## src/rtl/match_controller.sv

```systemverilog
// Match sequencer for the lamp_handball game: owns scores, serve rotation and win
// detection, and gates ball movement (rally_en) around serve, rally and point pauses.
module match_controller #(
  parameter int WIN_SCORE    = 9,
  parameter int PAUSE_TICKS  = 10,
  parameter int SERVE_SWITCH = 2
) (
  input  logic       clk,
  input  logic       rst_n,
  input  logic       tick,
  input  logic       start,
  input  logic       abort,
  input  logic       hit_p1,
  input  logic       hit_p2,
  input  logic       point_p1,
  input  logic       point_p2,
  output logic [3:0] score_p1,
  output logic [3:0] score_p2,
  output logic       server,
  output logic       serve_req,
  output logic       rally_en,
  output logic       level_lock,
  output logic       match_over,
  output logic       winner,
  output logic       blink
);

  localparam logic [3:0] WIN = 4'(WIN_SCORE);
  localparam int PW = $clog2(PAUSE_TICKS + 1);
  localparam int RW = $clog2(SERVE_SWITCH + 1);
  localparam logic [PW-1:0] PAUSE_LAST = PW'(PAUSE_TICKS - 1);
  localparam logic [RW-1:0] ROT_LAST   = RW'(SERVE_SWITCH - 1);

  typedef enum logic [2:0] {
    IDLE, SERVE_WAIT, RALLY, POINT_PAUSE, MATCH_OVER
  } state_t;

  state_t        state_q, state_d;
  logic [3:0]    score_p1_q, score_p2_q;
  logic [PW-1:0] pause_q;
  logic [RW-1:0] rot_q, rot_next;
  logic          server_q, winner_q, blink_q;
  logic          serve_req_q, rally_en_q, level_lock_q, match_over_q;

  logic p1_scores, p2_scores, p1_wins, p2_wins, serve_hit, pause_done;

  always_comb begin
    // NOTE: every signal driven here gets a default first, so no path can infer a latch.
    state_d    = state_q;
    p1_scores  = (state_q == RALLY) && point_p1 && !point_p2;
    p2_scores  = (state_q == RALLY) && point_p2 && !point_p1;
    p1_wins    = p1_scores && (score_p1_q + 4'd1 == WIN);
    p2_wins    = p2_scores && (score_p2_q + 4'd1 == WIN);
    serve_hit  = server_q ? hit_p2 : hit_p1;
    pause_done = tick && (pause_q == PAUSE_LAST);
    rot_next   = (rot_q == ROT_LAST) ? '0 : rot_q + RW'(1);

    if (abort) begin
      state_d = IDLE;
    end else begin
      case (state_q)
        IDLE:        if (start) state_d = SERVE_WAIT;
        SERVE_WAIT:  if (serve_hit) state_d = RALLY;
        RALLY: begin
          if (point_p1 && point_p2)       state_d = SERVE_WAIT;
          else if (p1_wins || p2_wins)    state_d = MATCH_OVER;
          else if (p1_scores || p2_scores) state_d = POINT_PAUSE;
        end
        POINT_PAUSE: if (pause_done) state_d = SERVE_WAIT;
        MATCH_OVER:  if (start) state_d = SERVE_WAIT;
        default:     state_d = IDLE;
      endcase
    end
  end

  // NOTE: state registers use non-blocking assignments so every flop samples pre-edge values.
  always_ff @(posedge clk or negedge rst_n) begin
    if (!rst_n) begin
      state_q      <= IDLE;
      score_p1_q   <= '0;
      score_p2_q   <= '0;
      pause_q      <= '0;
      rot_q        <= '0;
      server_q     <= 1'b0;
      winner_q     <= 1'b0;
      blink_q      <= 1'b0;
      serve_req_q  <= 1'b0;
      rally_en_q   <= 1'b0;
      level_lock_q <= 1'b0;
      match_over_q <= 1'b0;
    end else begin
      state_q      <= state_d;
      serve_req_q  <= (state_d == SERVE_WAIT);
      rally_en_q   <= (state_d == RALLY);
      level_lock_q <= (state_d != IDLE) && (state_d != MATCH_OVER);
      match_over_q <= (state_d == MATCH_OVER);

      if (abort) begin
        score_p1_q <= '0;
        score_p2_q <= '0;
        pause_q    <= '0;
        rot_q      <= '0;
        server_q   <= 1'b0;
        winner_q   <= 1'b0;
        blink_q    <= 1'b0;
      end else begin
        case (state_q)
          IDLE: begin
            score_p1_q <= '0;
            score_p2_q <= '0;
            if (start) begin
              server_q <= 1'b0;
              rot_q    <= '0;
            end
          end
          RALLY: begin
            // Entering the pause (or the end of the match) always restarts the tick count.
            if (p1_scores || p2_scores) begin
              rot_q   <= rot_next;
              pause_q <= '0;
            end
            if (p1_scores && score_p1_q < WIN) score_p1_q <= score_p1_q + 4'd1;
            if (p2_scores && score_p2_q < WIN) score_p2_q <= score_p2_q + 4'd1;
            if (p1_wins) winner_q <= 1'b0;
            if (p2_wins) winner_q <= 1'b1;
          end
          POINT_PAUSE: begin
            if (pause_done) begin
              pause_q <= '0;
              if (rot_q == '0) server_q <= ~server_q;
            end else if (tick) begin
              pause_q <= pause_q + PW'(1);
            end
          end
          MATCH_OVER: begin
            if (start) begin
              score_p1_q <= '0;
              score_p2_q <= '0;
              pause_q    <= '0;
              rot_q      <= '0;
              server_q   <= 1'b0;
              winner_q   <= 1'b0;
              blink_q    <= 1'b0;
            end else if (tick) begin
              blink_q <= ~blink_q;
            end
          end
          default: ;
        endcase
      end
    end
  end

  assign score_p1   = score_p1_q;
  assign score_p2   = score_p2_q;
  assign server     = server_q;
  assign serve_req  = serve_req_q;
  assign rally_en   = rally_en_q;
  assign level_lock = level_lock_q;
  assign match_over = match_over_q;
  assign winner     = winner_q;
  assign blink      = blink_q;

endmodule
```

## config.mk

```make
export PLATFORM = sky130hd
export DESIGN_NAME = match_controller
export DESIGN_NICKNAME = d
export VERILOG_FILES = /design/src/rtl/match_controller.sv
export SDC_FILE = /design/constraint.sdc
export NUM_CORES = 1
export LEC_CHECK = 0
export CORE_AREA = 2 2 56 58
export CTS_CLUSTER_SIZE = 28
export DETAILED_ROUTE_END_ITERATION = 7
export DIE_AREA = 0 0 58 60
export PLACE_DENSITY = 0.78
export REMOVE_ABC_BUFFERS = 1
export SLEW_MARGIN = 5
export SYNTH_ARGS = -nofsm -noshare
export SYNTH_HDL_FRONTEND = slang
export SYNTH_SLANG_ARGS = --single-unit
```

## constraint.sdc

```tcl
create_clock -name clk -period 2.4 [get_ports clk]
set_clock_uncertainty 0.15 [all_clocks]
set_input_delay 0.72 -clock clk [delete_from_list [all_inputs] [get_ports clk]]
set_output_delay 0.72 -clock clk [all_outputs]
set_load 0.02 [all_outputs]
```

==> summary.txt <==
outcome -> finished, final reports clean
area of the multi-input gates -> 815 µm²
Hold Crit Class -> flop to flop
setup TNS -> 0 ns
clk root buf -> clkbuf_4
LEAKAGE -> 0.000845 µW
XOR/XNOR share of the synthesized area -> 2.95%
vias per cell -> 5.62
hpwl dp -> 2.64 mm
Post-synth ARST share -> 100%
mux cell area share after synthesis -> 5.64%
syn avg cell area -> 9.06 µm²
final net count -> 224
Cells after Synth -> 164
GRT Util Overall -> 21.9%
RSZ-0062 raised after global routing -> no
hold buffer count at cts -> 0
first-pass GRT wire length -> 5.91 mm
maximum clock path buffer count -> 2
FF+latch area -> 601 µm²
Synth Area in Compound Gates -> 16.5%
Vert. Die Dim -> 60 µm
H-tree depth -> 1
Post-synth EDFFs -> 0
Slew Viols, Final -> 0
CP top delay family -> buffers and inverters
number of cell rows -> 20
WL/cell -> 14.0 µm
Resize count post-CTS -> 0
via count -> 1344
Yosys cell types -> 36
GPL Wtd Cong -> 0.852
total clock sinks -> 24
Tcrit/Tclk final -> 95.2%
worst-skew pair later-pin latency -> 0.31 ns
CP max FO -> 6
YS warnings -> 0
largest net degree at the start of global routing -> 25
WL final -> 3.34 mm
synthesized-area fraction occupied by adder cells -> 6.73%
Post-DRT Antenna Nets -> 0
Synth Register Bits -> 24
sequential share of the synthesized area -> 40.4%
Main synth FF type -> dfrtp_1
Post-synth top cells -> 24 x dfrtp_1, 15 x nor2_1, 13 x a21oi_1, 13 x nand2_1, 12 x inv_1
CORE AREA -> 2900 µm²
max_slew headroom -> 66.8%
Post-Synth Simple-Gate Area -> 23.0%
Worst Max-Slew Pin Slew -> 0.498 ns
top cells by area, synth -> dfrtp_1 40%, ha_1 6.7%, a21oi_1 4.4%
synthesized cell area -> 1490 µm²
crit path capture type -> output pin
top-count cell post-synth -> dfrtp_1
Bufs and invs on worst path -> 1
worst r2r path cells -> 7
Top Ports -> 24
Synth area leader -> dfrtp_1
Filler Cell Count -> 226
number of global-route vias before repair -> 1434
Synth-to-Final Area Change -> 29.5%
Critical Path AT -> 1.42 ns
share of cells above drive strength 1 -> 14.6%
die area -> 3480 µm²
DRT iter0 DRCs -> 37
pwr/cell area -> 431 nW/µm²
initial antenna violation count -> 0
Worst Path Required -> 1.53 ns
WHS Path Cells -> 1
final setup vio count -> 0
Remaining Overflow, GRT -> 0
Buffers on Ports -> 23
number of cells on the critical path -> 1
ant diodes -> 0
Clock Pin Slew Worst Setup and Hold Paths -> 0.13 ns
initial core utilization -> 51.2%
post-CTS setup buffer count -> 0
largest family of logic cells by synthesized area -> simple AND/OR/NAND/NOR gates
Yosys top cell area share -> 40.4%
TritonCTS clock tree -> yes
total CTS buffers -> 3
VDD IR max -> 0.000275 V
Max Cap Viol -> 0
minimum clock period -> 2.29 ns
Die X-Extent -> 58 µm
Final Instance Count excl. Fillers -> 239
CP startpoint kind -> flop
final hold vios -> 0
DRC errors left -> 0
drt pass-1 iters -> 4
critical path's largest stage delay -> 0.64 ns
critical path type -> flop to output pin
placed cell count -> 235
crit path cell chain -> clkdlybuf4s50_1
Max Clk Rate -> 438 MHz
Slowest cell on crit path -> clkdlybuf4s50_1
## cell usage in the layout, fill, tap and decap left out, types with 2 or more instances in the layout
cell / count
a21bo_2: 2
a21oi_1: 13
a221oi_1: 3
a2bb2oi_1: 3
and3_1: 2
buf_4: 21
clkbuf_4: 3
clkdlybuf4s50_1: 23
dfrtp_1: 24
ha_1: 8
inv_1: 12
mux2_2: 3
mux2i_1: 5
nand2_1: 13
nand2b_1: 10
nand3_1: 4
nand4b_1: 6
nor2_1: 15
nor2b_1: 4
nor3_1: 3
nor3b_1: 2
o21ai_0: 7
o2bb2ai_1: 2
or3_1: 2
xnor2_1: 3
xor2_1: 2
## cell families after synthesis
logic type      Yosys count
compound gates           37
buf+inv                  18
simple gates             64
flops                    24
xor+xnor                  5
fa+ha+maj                 8
mux                       8
## metal layers
layer | track usage (%) | part of all wire, % | vias to the layer above
met5 | 0 | 0 | -
met4 | 9.30 | 2.1 | 0
met3 | 4.55 | 4.6 | 7
met2 | 39.6 | 49 | 36
met1 | 24.9 | 44 | 641
li1 | - | - | 660
## final cells by class
type                       instances  area share, %
inverter                          12           2.34
multi-input combinational        122           42.3
tap                               33           2.14
timing repair buffer              44           20.1
clock buffer                       4           1.88
sequential                        24           31.2
## flip-flops by register name, indices dropped and copies added, names as in the netlist, 2 cells and up
name      cells
pause_q       4
score_p1      4
score_p2      4
state_q       3
rot_q         2
## power by group
part           switching, µW  internal (µW)  leakage [µW]
Sequential              17.9            417      0.000331
Clock                    119           92.7     0.0000210
Combinational           95.5           88.1      0.000492
## per-stage QoR
step / utilization [%] / instance area, µm² / total power (µW) / hold slack (ns) / setup WS, ns
6_report: 66.3 / 1930 / 829 / 0.374 / 0.115
5_1_grt: 66.3 / 1930 / 872 / 0.414 / 0.0251
4_1_cts: 66.3 / 1930 / 834 / 0.375 / 0.110
3_5_place_dp: 65.1 / 1890 / 625 / 0.341 / -0.152
3_3_place_gp: 65.1 / 1890 / 620 / 0.338 / -0.0853
2_1_floorplan: - / 1460 / 524 / 0.274 / 0.387
## worst reg2reg max path, delay by kind of cell, from the launching register on
kind	cells	cell delay, ns
flip-flops	1	0.46
multiplexers	1	0.28
AO/OA/AOI/OAI	2	0.58
buffers and inverters	1	0.10
adder cells (fa/ha/maj)	1	0.15
AND/OR/NAND/NOR	2	0.16
## final timing paths
check / start / slack [ns] / to
max: score_p2[0] / 0.11 / score_p2[0]
min: pause_q[3] / 0.37 / pause_q[3]
max reg2reg: score_p1[0] / 0.41 / score_p1[0]
min reg2reg: pause_q[3] / 0.37 / pause_q[3]
max in group asynchronous: rst_n / 1.28 / state_q[0]
min in group asynchronous: rst_n / 0.59 / pause_q[2]
Power figures use the tool's default switching activity.
